<file path="src/rtl/match_event_counter_if.sv">
// Bundles the detector-side inputs and the statistics/display outputs of the
// match event counter so the testbench and the counter share one port list.
interface match_event_counter_if #(
    parameter int CNT_W = 8,
    parameter int RUN_W = 4
);
    logic             z;
    logic             Clear;
    logic             Hold;
    logic             match_pulse;
    logic [CNT_W-1:0] count;
    logic [RUN_W-1:0] run_len;
    logic [RUN_W-1:0] max_run;
    logic [6:0]       HEX0;
    logic [6:0]       HEX1;
    logic [6:0]       HEX2;
    logic [6:0]       HEX3;

    modport master (
        output z, Clear, Hold,
        input  match_pulse, count, run_len, max_run, HEX0, HEX1, HEX2, HEX3
    );

    modport slave (
        input  z, Clear, Hold,
        output match_pulse, count, run_len, max_run, HEX0, HEX1, HEX2, HEX3
    );
endinterface

</file>
<file path="src/rtl/match_event_counter.sv">
// Counts rising edges of the detector match flag, tracks current and longest
// run length, strobes once per new match and drives four 7-segment digits.
module match_event_counter #(
    parameter int CNT_W = 8,
    parameter int RUN_W = 4
) (
    input  logic                 Clock,
    input  logic                 Resetn,
    match_event_counter_if.slave bus
);

    typedef enum logic {
        IDLE  = 1'b0,
        MATCH = 1'b1
    } state_t;

    localparam logic [CNT_W-1:0] CntMax = '1;
    localparam logic [CNT_W-1:0] CntOne = CNT_W'(1);
    localparam logic [RUN_W-1:0] RunMax = '1;
    localparam logic [RUN_W-1:0] RunOne = RUN_W'(1);

    state_t           state_q, state_d;
    logic [CNT_W-1:0] count_q, count_d;
    logic [RUN_W-1:0] run_q, run_d;
    logic [RUN_W-1:0] max_q, max_d;
    logic             pulse_q, pulse_d;

    // Active-low segment pattern, bit 6 = segment g, bit 0 = segment a.
    function automatic logic [6:0] hexSeg(input logic [3:0] value);
        logic [6:0] seg;
        case (value)
            4'h0:    seg = 7'b1000000;
            4'h1:    seg = 7'b1111001;
            4'h2:    seg = 7'b0100100;
            4'h3:    seg = 7'b0110000;
            4'h4:    seg = 7'b0011001;
            4'h5:    seg = 7'b0010010;
            4'h6:    seg = 7'b0000010;
            4'h7:    seg = 7'b1111000;
            4'h8:    seg = 7'b0000000;
            4'h9:    seg = 7'b0010000;
            4'hA:    seg = 7'b0001000;
            4'hB:    seg = 7'b0000011;
            4'hC:    seg = 7'b1000110;
            4'hD:    seg = 7'b0100001;
            4'hE:    seg = 7'b0000110;
            default: seg = 7'b0001110;
        endcase
        return seg;
    endfunction

    always_comb begin
        state_d = state_q;
        count_d = count_q;
        run_d   = run_q;
        max_d   = max_q;
        pulse_d = pulse_q;

        if (!bus.Hold) begin
            pulse_d = 1'b0;
            case (state_q)
                IDLE: begin
                    run_d = '0;
                    if (bus.z) begin
                        state_d = MATCH;
                        run_d   = RunOne;
                        pulse_d = 1'b1;
                        count_d = (count_q == CntMax) ? count_q : count_q + CntOne;
                    end
                end
                MATCH: begin
                    if (bus.z) begin
                        run_d = (run_q == RunMax) ? run_q : run_q + RunOne;
                    end else begin
                        state_d = IDLE;
                        run_d   = '0;
                    end
                end
                default: begin
                    state_d = IDLE;
                    run_d   = '0;
                end
            endcase

            // Clear wipes statistics but lets the FSM keep tracking z, so a
            // run that straddles Clear restarts its length from zero.
            if (bus.Clear) begin
                count_d = '0;
                run_d   = '0;
                max_d   = '0;
                pulse_d = 1'b0;
            end else if (run_d > max_q) begin
                max_d = run_d;
            end
        end
    end

    always_ff @(posedge Clock) begin
        if (!Resetn) begin
            state_q <= IDLE;
            count_q <= '0;
            run_q   <= '0;
            max_q   <= '0;
            pulse_q <= 1'b0;
        end else begin
            state_q <= state_d;
            count_q <= count_d;
            run_q   <= run_d;
            max_q   <= max_d;
            pulse_q <= pulse_d;
        end
    end

    assign bus.match_pulse = pulse_q;
    assign bus.count       = count_q;
    assign bus.run_len     = run_q;
    assign bus.max_run     = max_q;
    assign bus.HEX0        = hexSeg(count_q[3:0]);
    assign bus.HEX1        = hexSeg(count_q[7:4]);
    assign bus.HEX2        = hexSeg(max_q[3:0]);
    assign bus.HEX3        = hexSeg(run_q[3:0]);

endmodule

</file>
<file path="src/flat_wrapper.sv">
// flat-port wrapper written by rule: the top's interface ports become plain ports
module match_event_counter_flat 
#(
    parameter int CNT_W = 8,
    parameter int RUN_W = 4
)
  (Clock, Resetn, bus_z, bus_Clear, bus_Hold, bus_match_pulse, bus_count, bus_run_len, bus_max_run, bus_HEX0, bus_HEX1, bus_HEX2, bus_HEX3);
  match_event_counter_if #(.CNT_W(CNT_W), .RUN_W(RUN_W)) bus_i ();
  input  logic Clock;
  input  logic Resetn;
  input wire logic [$bits(bus_i.z)-1:0] bus_z;
  input wire logic [$bits(bus_i.Clear)-1:0] bus_Clear;
  input wire logic [$bits(bus_i.Hold)-1:0] bus_Hold;
  output wire logic [$bits(bus_i.match_pulse)-1:0] bus_match_pulse;
  output wire logic [$bits(bus_i.count)-1:0] bus_count;
  output wire logic [$bits(bus_i.run_len)-1:0] bus_run_len;
  output wire logic [$bits(bus_i.max_run)-1:0] bus_max_run;
  output wire logic [$bits(bus_i.HEX0)-1:0] bus_HEX0;
  output wire logic [$bits(bus_i.HEX1)-1:0] bus_HEX1;
  output wire logic [$bits(bus_i.HEX2)-1:0] bus_HEX2;
  output wire logic [$bits(bus_i.HEX3)-1:0] bus_HEX3;
  assign bus_i.z = bus_z;
  assign bus_i.Clear = bus_Clear;
  assign bus_i.Hold = bus_Hold;
  assign bus_match_pulse = bus_i.match_pulse;
  assign bus_count = bus_i.count;
  assign bus_run_len = bus_i.run_len;
  assign bus_max_run = bus_i.max_run;
  assign bus_HEX0 = bus_i.HEX0;
  assign bus_HEX1 = bus_i.HEX1;
  assign bus_HEX2 = bus_i.HEX2;
  assign bus_HEX3 = bus_i.HEX3;
  match_event_counter #(.CNT_W(CNT_W), .RUN_W(RUN_W)) u_core (.Clock(Clock), .Resetn(Resetn), .bus(bus_i));
endmodule
</file>
<file path="config.mk">
export PLATFORM = sky130hd
export DESIGN_NAME = match_event_counter_flat
export DESIGN_NICKNAME = d
export VERILOG_FILES = /design/src/rtl/match_event_counter_if.sv /design/src/rtl/match_event_counter.sv /design/src/flat_wrapper.sv
export SDC_FILE = /design/constraint.sdc
export NUM_CORES = 1
export LEC_CHECK = 0
export BUFFER_PORTS_ARGS = -buffer_cell sky130_fd_sc_hd__buf_2
export CAP_MARGIN = 0
export CORE_ASPECT_RATIO = 2
export CORE_UTILIZATION = 40
export CTS_BUF_LIST = sky130_fd_sc_hd__clkbuf_2 sky130_fd_sc_hd__clkbuf_4 sky130_fd_sc_hd__clkbuf_8
export DETAILED_ROUTE_END_ITERATION = 7
export SYNTH_ARGS = -nofsm -noshare
export SYNTH_HDL_FRONTEND = slang
export SYNTH_SLANG_ARGS = --single-unit
</file>
<file path="constraint.sdc">
create_clock -name Clock -period 8.8 [get_ports Clock]
set_input_delay 0.88 -clock Clock [delete_from_list [all_inputs] [get_ports Clock]]
set_output_delay 0.88 -clock Clock [all_outputs]
set_load 0.02 [all_outputs]
</file>
==> results of run 1 <==
through the flow:
| stage | cells | cell area [um2] | setup slack [ns] | util [%] | power (mW) |
|---|---|---|---|---|---|
| after global placement | 435 | 3060 | 5.02 | 46.3 | 0.252 |
| after CTS | 443 | 3180 | 4.95 | 48.0 | 0.417 |
| after floorplan | 306 | 2740 | 5.25 | - | 0.242 |
| final | 443 | 3180 | 4.93 | 48.0 | 0.412 |
| after global routing | 443 | 3180 | 4.65 | 48.0 | 0.428 |
| after detailed placement | 435 | 3060 | 4.86 | 46.3 | 0.252 |
layout make-up:
class | instances | share of cell area [%]
Clock inverter | 2 | 1.18
Timing Repair Buffer | 50 | 7.95
Multi-Input combinational cell | 224 | 52.8
Inverter | 27 | 3.19
Sequential cell | 46 | 29.0
Clock buffer | 6 | 2.40
Tap cell | 88 | 3.46
registers in the layout, summed over array words and instances, names as in the netlist:
register,flops
u_core.bus.count,8
u_core.bus.HEX0,7
u_core.bus.HEX1,7
u_core.bus.HEX2,7
u_core.bus.HEX3,7
u_core.bus.max_run,4
u_core.bus.run_len,4
u_core.bus.match_pulse,1
u_core.state_q,1
power breakdown:
part           switching (mW)  internal [mW]
combinational          0.0218         0.0119
clock                  0.0771         0.0879
sequential            0.00206          0.212
final timing paths:
check	from	to	slack, ns
setup / recovery	u_core.bus.run_len[0]$_SDFFE_PN0N_	u_core.bus.HEX2[0]$_DFF_P_	4.93
hold / removal	u_core.bus.match_pulse$_SDFFE_PN0N_	u_core.bus.match_pulse$_SDFFE_PN0N_	0.51
setup reg to reg	u_core.bus.run_len[0]$_SDFFE_PN0N_	u_core.bus.HEX2[0]$_DFF_P_	4.93
hold reg to reg	u_core.bus.match_pulse$_SDFFE_PN0N_	u_core.bus.match_pulse$_SDFFE_PN0N_	0.51
cells in the final DEF (no fill, tap or decap), types with 3 or more instances in the layout:
cell type | synthesis | final
mux2i_1 | 15 | 15
clkbuf_8 | 0 | 5
and2_1 | 8 | 8
a21oi_1 | 11 | 11
or3_1 | 3 | 3
o21ai_0 | 5 | 5
ha_1 | 30 | 30
nand2_1 | 20 | 20
buf_2 | 5 | 49
o22ai_1 | 12 | 12
o211ai_1 | 5 | 5
o21ai_1 | 4 | 4
a22oi_1 | 3 | 3
xnor2_1 | 3 | 3
a21o_1 | 4 | 4
and3_1 | 4 | 4
a22o_1 | 4 | 4
inv_2 | 4 | 4
nand4_1 | 4 | 4
nand3_1 | 10 | 10
o2bb2ai_1 | 3 | 3
inv_1 | 23 | 23
dfxtp_1 | 46 | 46
nor2_1 | 24 | 24
o21a_1 | 4 | 4
cell families after synthesis:
logic type	after synthesis
xor+xnor	4
mux	16
flops	46
buf+inv	36
fa+ha+maj	30
compound gates	79
simple gates	95
tightest hold or removal path: cells and delay by family (launching register included):
family | cells | cell delay [ns]
AO/OA/AOI/OAI | 1 | 0.07
flip-flops | 1 | 0.35
AND/OR/NAND/NOR | 1 | 0.07
metal layers:
layer	vias to the layer above	wire length, um	global-route usage [%]
met5	-	0	0
met4	0	121	9.23
met3	7	164	3.58
met2	41	3680	36.6
met1	1146	2320	18.5
li1	1195	-	-
==> out/qor.txt, run 1 <==
Synth Area in Adders: 13.7%
synth unique cells: 62
CTS sink count: 46
Total GRT Usage: 19.3%
cell row count: 42
RSZ-0062 raised after global routing: false
most numerous cell on the critical path: ha_1
Synth Flop Type: dfxtp_1
final WL: 6290 um
Die Y: 119 um
cells along the critical path: ha_1 > nand3_1 > or3b_1 > and3_1 > inv_1 > ha_1 > nand4_1 > nand2_1 > a21oi_1 > a22oi_1 > nor2_1 > inv_1 > ha_1 > or3_1 > o2111a_1
vias in the first global route: 2399
FFs w/ async S/R, synth: 0%
Yosys top cell area share: 33.6%
DRT Pass-1 Iters: 4
via count: 2389
Final TNS setup: 0 ns
Worst EP arrival: 4.08 ns
Worst Tran Pin Value: 0.616 ns
Max-cap violations: 0
Die ar.: 7210 um2
post-cts repair resize count: 0
Synth Area in Compound Gates: 21.5%
nets: 389
largest family of logic cells by synthesized area: compound AO/OA/AOI/OAI gates
EDFF count, synth: 0
starting density of the core: 41.4%
H-tree depth: 2
Synth Area per Inst: 8.96 um2
mux cell area share after synthesis: 6.30%
CP Class: register to register
clock slew at reported path FFs: 0.09 ns
remaining antenna violation count after routing: 0
Peak VDD IR: 0.0000556 V
Fmax: 259 MHz
area of the multi-input gates: 1680 um2
hold_buf cts: 0
Synth Area in XOR/XNOR: 1.28%
layout cell share with drive strength beyond 1: 20.8%
Hold Slack: 0.513 ns
Critical-path top delay cell: or3b_1
Final Setup Violations: 0
CP required: 9.01 ns
Max Slew Vio Count: 0
simple-gate share of the synthesized area: 18.5%
Horiz. Die Dim: 60.5 um
Storage cell area: 921 um2
top cells by count, synth: dfxtp_1, ha_1, nor2_1
Setup Skew: 0.00552 ns
Final Hold Fails: 0
CP Launch Type: register
CP max FO: 7
largest net degree at the start of global routing: 16
Synth area leader: dfxtp_1
CP Capture Type: register
n_diodes: 0
Final min period: 3.87 ns
CTS root buffer: clkbuf_8
delay-heaviest family, CP: simple AND/OR/NAND/NOR gates
Synth area leaders: dfxtp_1, ha_1, mux2i_1
clock buffer depth: 2
PortBufs: 49
Hold Path Stages: 2
I/O pin total: 50
syn_nets: 341
status: finished clean
most frequent cell after synthesis: dfxtp_1
critical path depth: 15
fraction of the yosys area taken by sequential cells: 33.6%
placer's final routability congestion estimate: 0.861
Max stage delay on crit path: 0.42 ns
Tightest Hold Check Type: register to register
wire length per cell: 14.2 um
P&R area growth vs syn: 15.9%
DRC Markers: 0
first-pass GRT wire length: 10700 um
Pleak: 1.46 nW
Reg2Reg Depth: 15
mapped cell area: 2740 um2
Core ar.: 6620 um2
Max-slew headroom: 58.9%
Iter 0 DRT Violations: 97
Num CTS Buffers: 5
Pwr Density: 130 nW/um2
Seq cells post-synth: 46
Post-Synthesis Cells: 306
final worst path period share: 43.9%
initial antenna violation count: 0
Skew-Pair Late Insertion Delay: 0.31 ns
synth warn: 0
Post-CTS Setup Bufs: 0
crit path buf inv count: 2
dpl hpwl: 4850 um
Via-to-Cell Ratio: 5.39
Filler Cells Inserted: 676
TritonCTS clock tree: done
Congestion Overflow GR: 0
Power figures use the tool's default switching activity.
==> inputs of run 2 (changes only) <==
==> constraint.sdc (replaced) <==
create_clock -name Clock -period 3.35 [get_ports Clock]
set_input_delay 0.335 -clock Clock [delete_from_list [all_inputs] [get_ports Clock]]
set_output_delay 0.335 -clock Clock [all_outputs]
set_load 0.02 [all_outputs]
==> run 2 against run 1 <==
Net effect: final cell count rose by 3.6%; via count is 3.4% higher; die area unchanged; sequential share of layout area decreased by 1.4 points; core utilization up 2.7 points; routed wire length is 2.0% higher; clock power rose to 2.6 times the previous value; cell area rose by 5.7%; register-to-register slack worse by 4.8 ns; non-clock buffer count is 16 higher; power grew to 2.6 times the previous value.
==> out/qor.txt, run 2 (synthesis results as in run 1) <==
via count: 2471
Iter 0 DRT Violations: 112
hold_buf cts: 0
Final WS setup: 0.182 ns
Final Setup Violations: 0
Comb pwr share: 9.2%
Peak VDD IR: 0.000181 V
layout cell share with drive strength beyond 1: 27.8%
Sw Share: 24.5%
CTS sink count: 46
Reg power frac: 51.8%
Horiz. Die Dim: 60.5 um
final WL: 6410 um
Internal: 0.816 mW
P&R area growth vs syn: 22.5%
wire length per cell: 14.0 um
cell row count: 42
Final Hold Fails: 0
Hold Startpoint: bus_z
largest net degree at the start of global routing: 16
nets: 405
I/O pin total: 50
commonest non-fill, non-tap cells in the layout: buf_2, dfxtp_1, ha_1
Congestion Overflow GR: 0
TritonCTS clock tree: done
clock network fraction of total power: 38.9%
Max Slew Vio Count: 0
status: finished clean
Via-to-Cell Ratio: 5.38
Die ar.: 7210 um2
Max-cap violations: 0
post-route cell area: 3360 um2
Setup Skew: 0.00695 ns
clock buffer depth: 2
max reg flops: 8
Die Y: 119 um
Worst Setup SP: u_core.bus.run_len[0]$_SDFFE_PN0N_
Placement Setup Slack: -0.0639 ns
CP Class: register to register
CTS root buffer: clkbuf_8
PortBufs: 49
initial antenna violation count: 0
first-pass GRT wire length: 10900 um
Hold Slack: 0.382 ns
Placed Area: 3160 um2
Pwr Density: 322 nW/um2
n_diodes: 0
starting density of the core: 41.4%
CP max FO: 5
CP Launch Type: register
final worst path period share: 94.6%
DRC Markers: 0
total power: 1.08 mW
Worst Tran Pin Value: 0.519 ns
placer's final routability congestion estimate: 0.883
Tightest Hold Check Type: input pin to register
DRT Pass-1 Iters: 4
Num CTS Buffers: 5
vias in the first global route: 2421
Worst EP arrival: 3.37 ns
Pleak: 1.54 nW
dpl hpwl: 4960 um
remaining antenna violation count after routing: 0
most common cell after layout, fill and taps aside: buf_2
Net Switching: 0.265 mW
clock slew at reported path FFs: 0.09 ns
Filler Cells Inserted: 678
Total GRT Usage: 19.6%
placed insts: 447
CP required: 3.56 ns
Non-Filler Instances: 459
Fmax: 316 MHz
Reg2Reg Launch Point: u_core.bus.run_len[0]$_SDFFE_PN0N_
Max-slew headroom: 65.4%
H-tree depth: 2
CP Capture Type: register
Core ar.: 6620 um2
Skew-Pair Late Insertion Delay: 0.30 ns
Final min period: 3.17 ns
-- run 2: cell count changes in the layout (fill, tap and decap cells not counted), sizes merged --
cell	before	now
clkbuf	6	5
clkinvlp	1	2
buf	50	66
-- run 2: what timing repair did --
action	in CTS	in global routing
endpoints found under the setup margin	3	5
pin swaps	3	7
resized for setup	3	10
hold endpoints to repair	0	0
setup buffers	2	2
-- run 2: cell type report --
cell class | count | area (um2) | area share [%]
Timing Repair Buffer | 66 | 373 | 11.1
Sequential cell | 46 | 925 | 27.5
Multi-Input combinational cell | 224 | 1740 | 51.7
Tap cell | 88 | 110 | 3.28
Clock inverter | 3 | 45.0 | 1.34
Inverter | 27 | 101 | 3.02
Clock buffer | 5 | 68.8 | 2.05
-- run 2: critical path, cell delays in order (launching register included) --
cell and delay [ns]:
dfxtp_2 0.36, ha_4 0.15, nand3_1 0.09, or3b_1 0.41, and3_4 0.21, inv_1 0.05, ha_1 0.13, nor2b_1 0.04
o211ai_1 0.24, buf_4 0.18, a21oi_4 0.07, a22oi_2 0.21, nor2_2 0.07, buf_4 0.15, ha_2 0.19, and3b_1 0.20
mux2i_1 0.08, o2111a_1 0.24
-- run 2: path summary, 6_finish.rpt --
kind | end | slack, ns | cells after the start
max | u_core.bus.HEX2[0]$_DFF_P_ | 0.18 | 17
min reg2reg | u_core.bus.match_pulse$_SDFFE_PN0N_ | 0.50 | 2
min | u_core.state_q$_SDFFE_PN0N_ | 0.38 | 3
max reg2reg | u_core.bus.HEX2[0]$_DFF_P_ | 0.18 | 17
-- run 2: metal layers --
metal	global-route usage, %	vias to the layer above	share of wire (%)
li1	-	1230	-
met1	19.3	1184	36
met2	37.6	48	59
met3	3.69	9	3.2
met4	7.10	0	1.9
met5	0	-	0
-- run 2: power by group through the flow --
stage / logic [mW] / clock network [mW] / registers (mW)
after global placement: 0.0932 / 0 / 0.573
final: 0.0997 / 0.421 / 0.561
after global routing: 0.111 / 0.457 / 0.562
after CTS: 0.0966 / 0.429 / 0.561
after detailed placement: 0.0936 / 0 / 0.573
after floorplan: 0.0521 / 0 / 0.585
-- run 2: stage by stage --
stage	util, %	setup TNS (ns)
6_report	50.7	0
5_1_grt	50.7	-0.0326
4_1_cts	49.8	-0.0163
3_5_place_dp	47.7	-0.110
3_3_place_gp	47.7	0
2_1_floorplan	-	0
==> inputs of run 3 (changes only) <==
--- a/config.mk
+++ b/config.mk
@@ -11,6 +11,7 @@
 export CORE_UTILIZATION = 40
 export CTS_BUF_LIST = sky130_fd_sc_hd__clkbuf_2 sky130_fd_sc_hd__clkbuf_4 sky130_fd_sc_hd__clkbuf_8
 export DETAILED_ROUTE_END_ITERATION = 7
+export REMOVE_ABC_BUFFERS = 1
 export SYNTH_ARGS = -nofsm -noshare
 export SYNTH_HDL_FRONTEND = slang
 export SYNTH_SLANG_ARGS = --single-unit
==> run 3 against run 2 <==
Net effect: die area unchanged; worst setup slack worse by 0.067 ns; sequential power about the same; non-clock buffer count up 5; sequential share of layout area down 0.53 points; clock skew down 0.0032 ns; critical path depth unchanged; global-route usage up 0.56 points; routed wire length up 4.5%; register-to-register slack worse by 0.07 ns; sequential cell count unchanged; power down 0.15%.
==> out/qor.txt, run 3 (synthesis results as in run 1) <==
Horiz. Die Dim: 60.5 um
Die ar.: 7210 um2
Sw Share: 24.4%
Internal: 0.817 mW
Reg power frac: 51.9%
initial antenna violation count: 0
total power: 1.08 mW
dpl hpwl: 5120 um
status: finished clean
CP Class: register to register
largest net degree at the start of global routing: 16
Num CTS Buffers: 5
Net Switching: 0.263 mW
layout cell share with drive strength beyond 1: 30.3%
Placement Setup Slack: -0.0250 ns
final WL: 6700 um
nets: 410
commonest non-fill, non-tap cells in the layout: buf_2, dfxtp_1, ha_1
final worst path period share: 96.6%
Final Setup Violations: 0
cell row count: 42
DRC Markers: 0
Pleak: 1.56 nW
most common cell after layout, fill and taps aside: buf_2
Storage cell area: 923 um2
PortBufs: 49
CP Capture Type: register
clock buffer depth: 2
first-pass GRT wire length: 11000 um
vias in the first global route: 2510
Final min period: 3.23 ns
CTS sink count: 46
wire length per cell: 14.4 um
Worst EP arrival: 3.44 ns
CTS root buffer: clkbuf_8
CP max FO: 5
Worst Tran Pin Value: 0.600 ns
Max Slew Vio Count: 0
CP Launch Type: register
Filler Cells Inserted: 679
area of the multi-input gates: 1760 um2
placer's final routability congestion estimate: 0.897
R2R Setup Slk: 0.12 ns
TritonCTS clock tree: done
Core ar.: 6620 um2
Pwr Density: 316 nW/um2
I/O pin total: 50
P&R area growth vs syn: 24.7%
CP required: 3.56 ns
H-tree depth: 2
clock slew at reported path FFs: 0.09 ns
remaining antenna violation count after routing: 0
Tightest Hold Check Type: input pin to register
n_diodes: 0
DRT Pass-1 Iters: 4
Die Y: 119 um
Setup Skew: 0.00370 ns
Peak VDD IR: 0.000211 V
RSZ-0062 raised after global routing: true
Via-to-Cell Ratio: 5.41
Skew-Pair Late Insertion Delay: 0.30 ns
Final WS setup: 0.115 ns
starting density of the core: 41.4%
Comb pwr share: 9.5%
Congestion Overflow GR: 0
max reg flops: 8
Iter 0 DRT Violations: 132
clock network fraction of total power: 38.6%
Max-slew headroom: 60.0%
Total GRT Usage: 20.2%
Max-cap violations: 0
Final Hold Fails: 0
via count: 2509
Fmax: 309 MHz
==> run 3: final cells by class <==
class / instances / area share [%]
clock inverter: 3 / 1.32
tap: 88 / 3.22
sequential: 46 / 27.0
multi-input combinational: 224 / 51.4
clock buffer: 5 / 2.01
timing repair buffer: 71 / 12.1
inverter: 27 / 2.96
==> run 3: critical path, stage by stage (launching register included) <==
cell,delay (ns)
dfxtp_2,0.33
ha_2,0.19
nand3_2,0.09
buf_6,0.11
mux2i_4,0.24
nor2_2,0.08
ha_1,0.30
nor2b_1,0.13
o211ai_1,0.14
buf_4,0.18
a21o_4,0.22
a22oi_2,0.19
nor2_2,0.07
buf_4,0.18
ha_2,0.20
and3b_1,0.20
mux2i_1,0.06
o2111a_1,0.23
==> run 3: metrics by stage <==
stage / hold slack [ns] / TNS, ns / util, % / cells / instance area [um2]
4_1_cts: 0.351 / -0.00300 / 50.2 / 460 / 3320
2_1_floorplan: 0.457 / -0.198 / - / 297 / 2700
6_report: 0.361 / 0 / 51.6 / 464 / 3420
3_5_place_dp: 0.507 / -0.0254 / 48.2 / 452 / 3190
5_1_grt: 0.404 / -0.0404 / 51.6 / 464 / 3420
3_3_place_gp: 0.499 / 0 / 48.2 / 452 / 3190
==> run 3: timing repair <==
action	CTS	global route
hold buffers	0	0
cloned	0	0
endpoints found under the setup margin	2	6
setup buffers	0	4
resized for setup	5	17
pin swaps	2	4
==> run 3: power groups by stage <==
stage / Clock [mW] / Sequential [mW] / Combinational (mW)
floorplan: 0 / 0.585 / 0.0471
global placement: 0 / 0.573 / 0.0948
detailed placement: 0 / 0.574 / 0.0956
CTS: 0.430 / 0.561 / 0.0975
global route: 0.452 / 0.562 / 0.112
finish: 0.416 / 0.561 / 0.103
==> run 3: per-layer routing <==
layer  wire length (um)  part of all wire (%)  global-route usage (%)
met5                  0                     0                       0
met2               3770                    56                    36.5
met4                389                   5.8                    13.9
met3                215                   3.2                    2.93
met1               2320                    35                    19.3
==> run 3: path summary, 6_finish.rpt <==
check	startpoint	endpoint	cells past startpoint
worst max-delay path	u_core.bus.run_len[0]$_SDFFE_PN0N_	u_core.bus.HEX2[0]$_DFF_P_	17
worst min-delay path	bus_z	u_core.state_q$_SDFFE_PN0N_	3
worst max register to register	u_core.bus.run_len[0]$_SDFFE_PN0N_	u_core.bus.HEX2[0]$_DFF_P_	17
worst min register to register	u_core.bus.match_pulse$_SDFFE_PN0N_	u_core.bus.match_pulse$_SDFFE_PN0N_	2
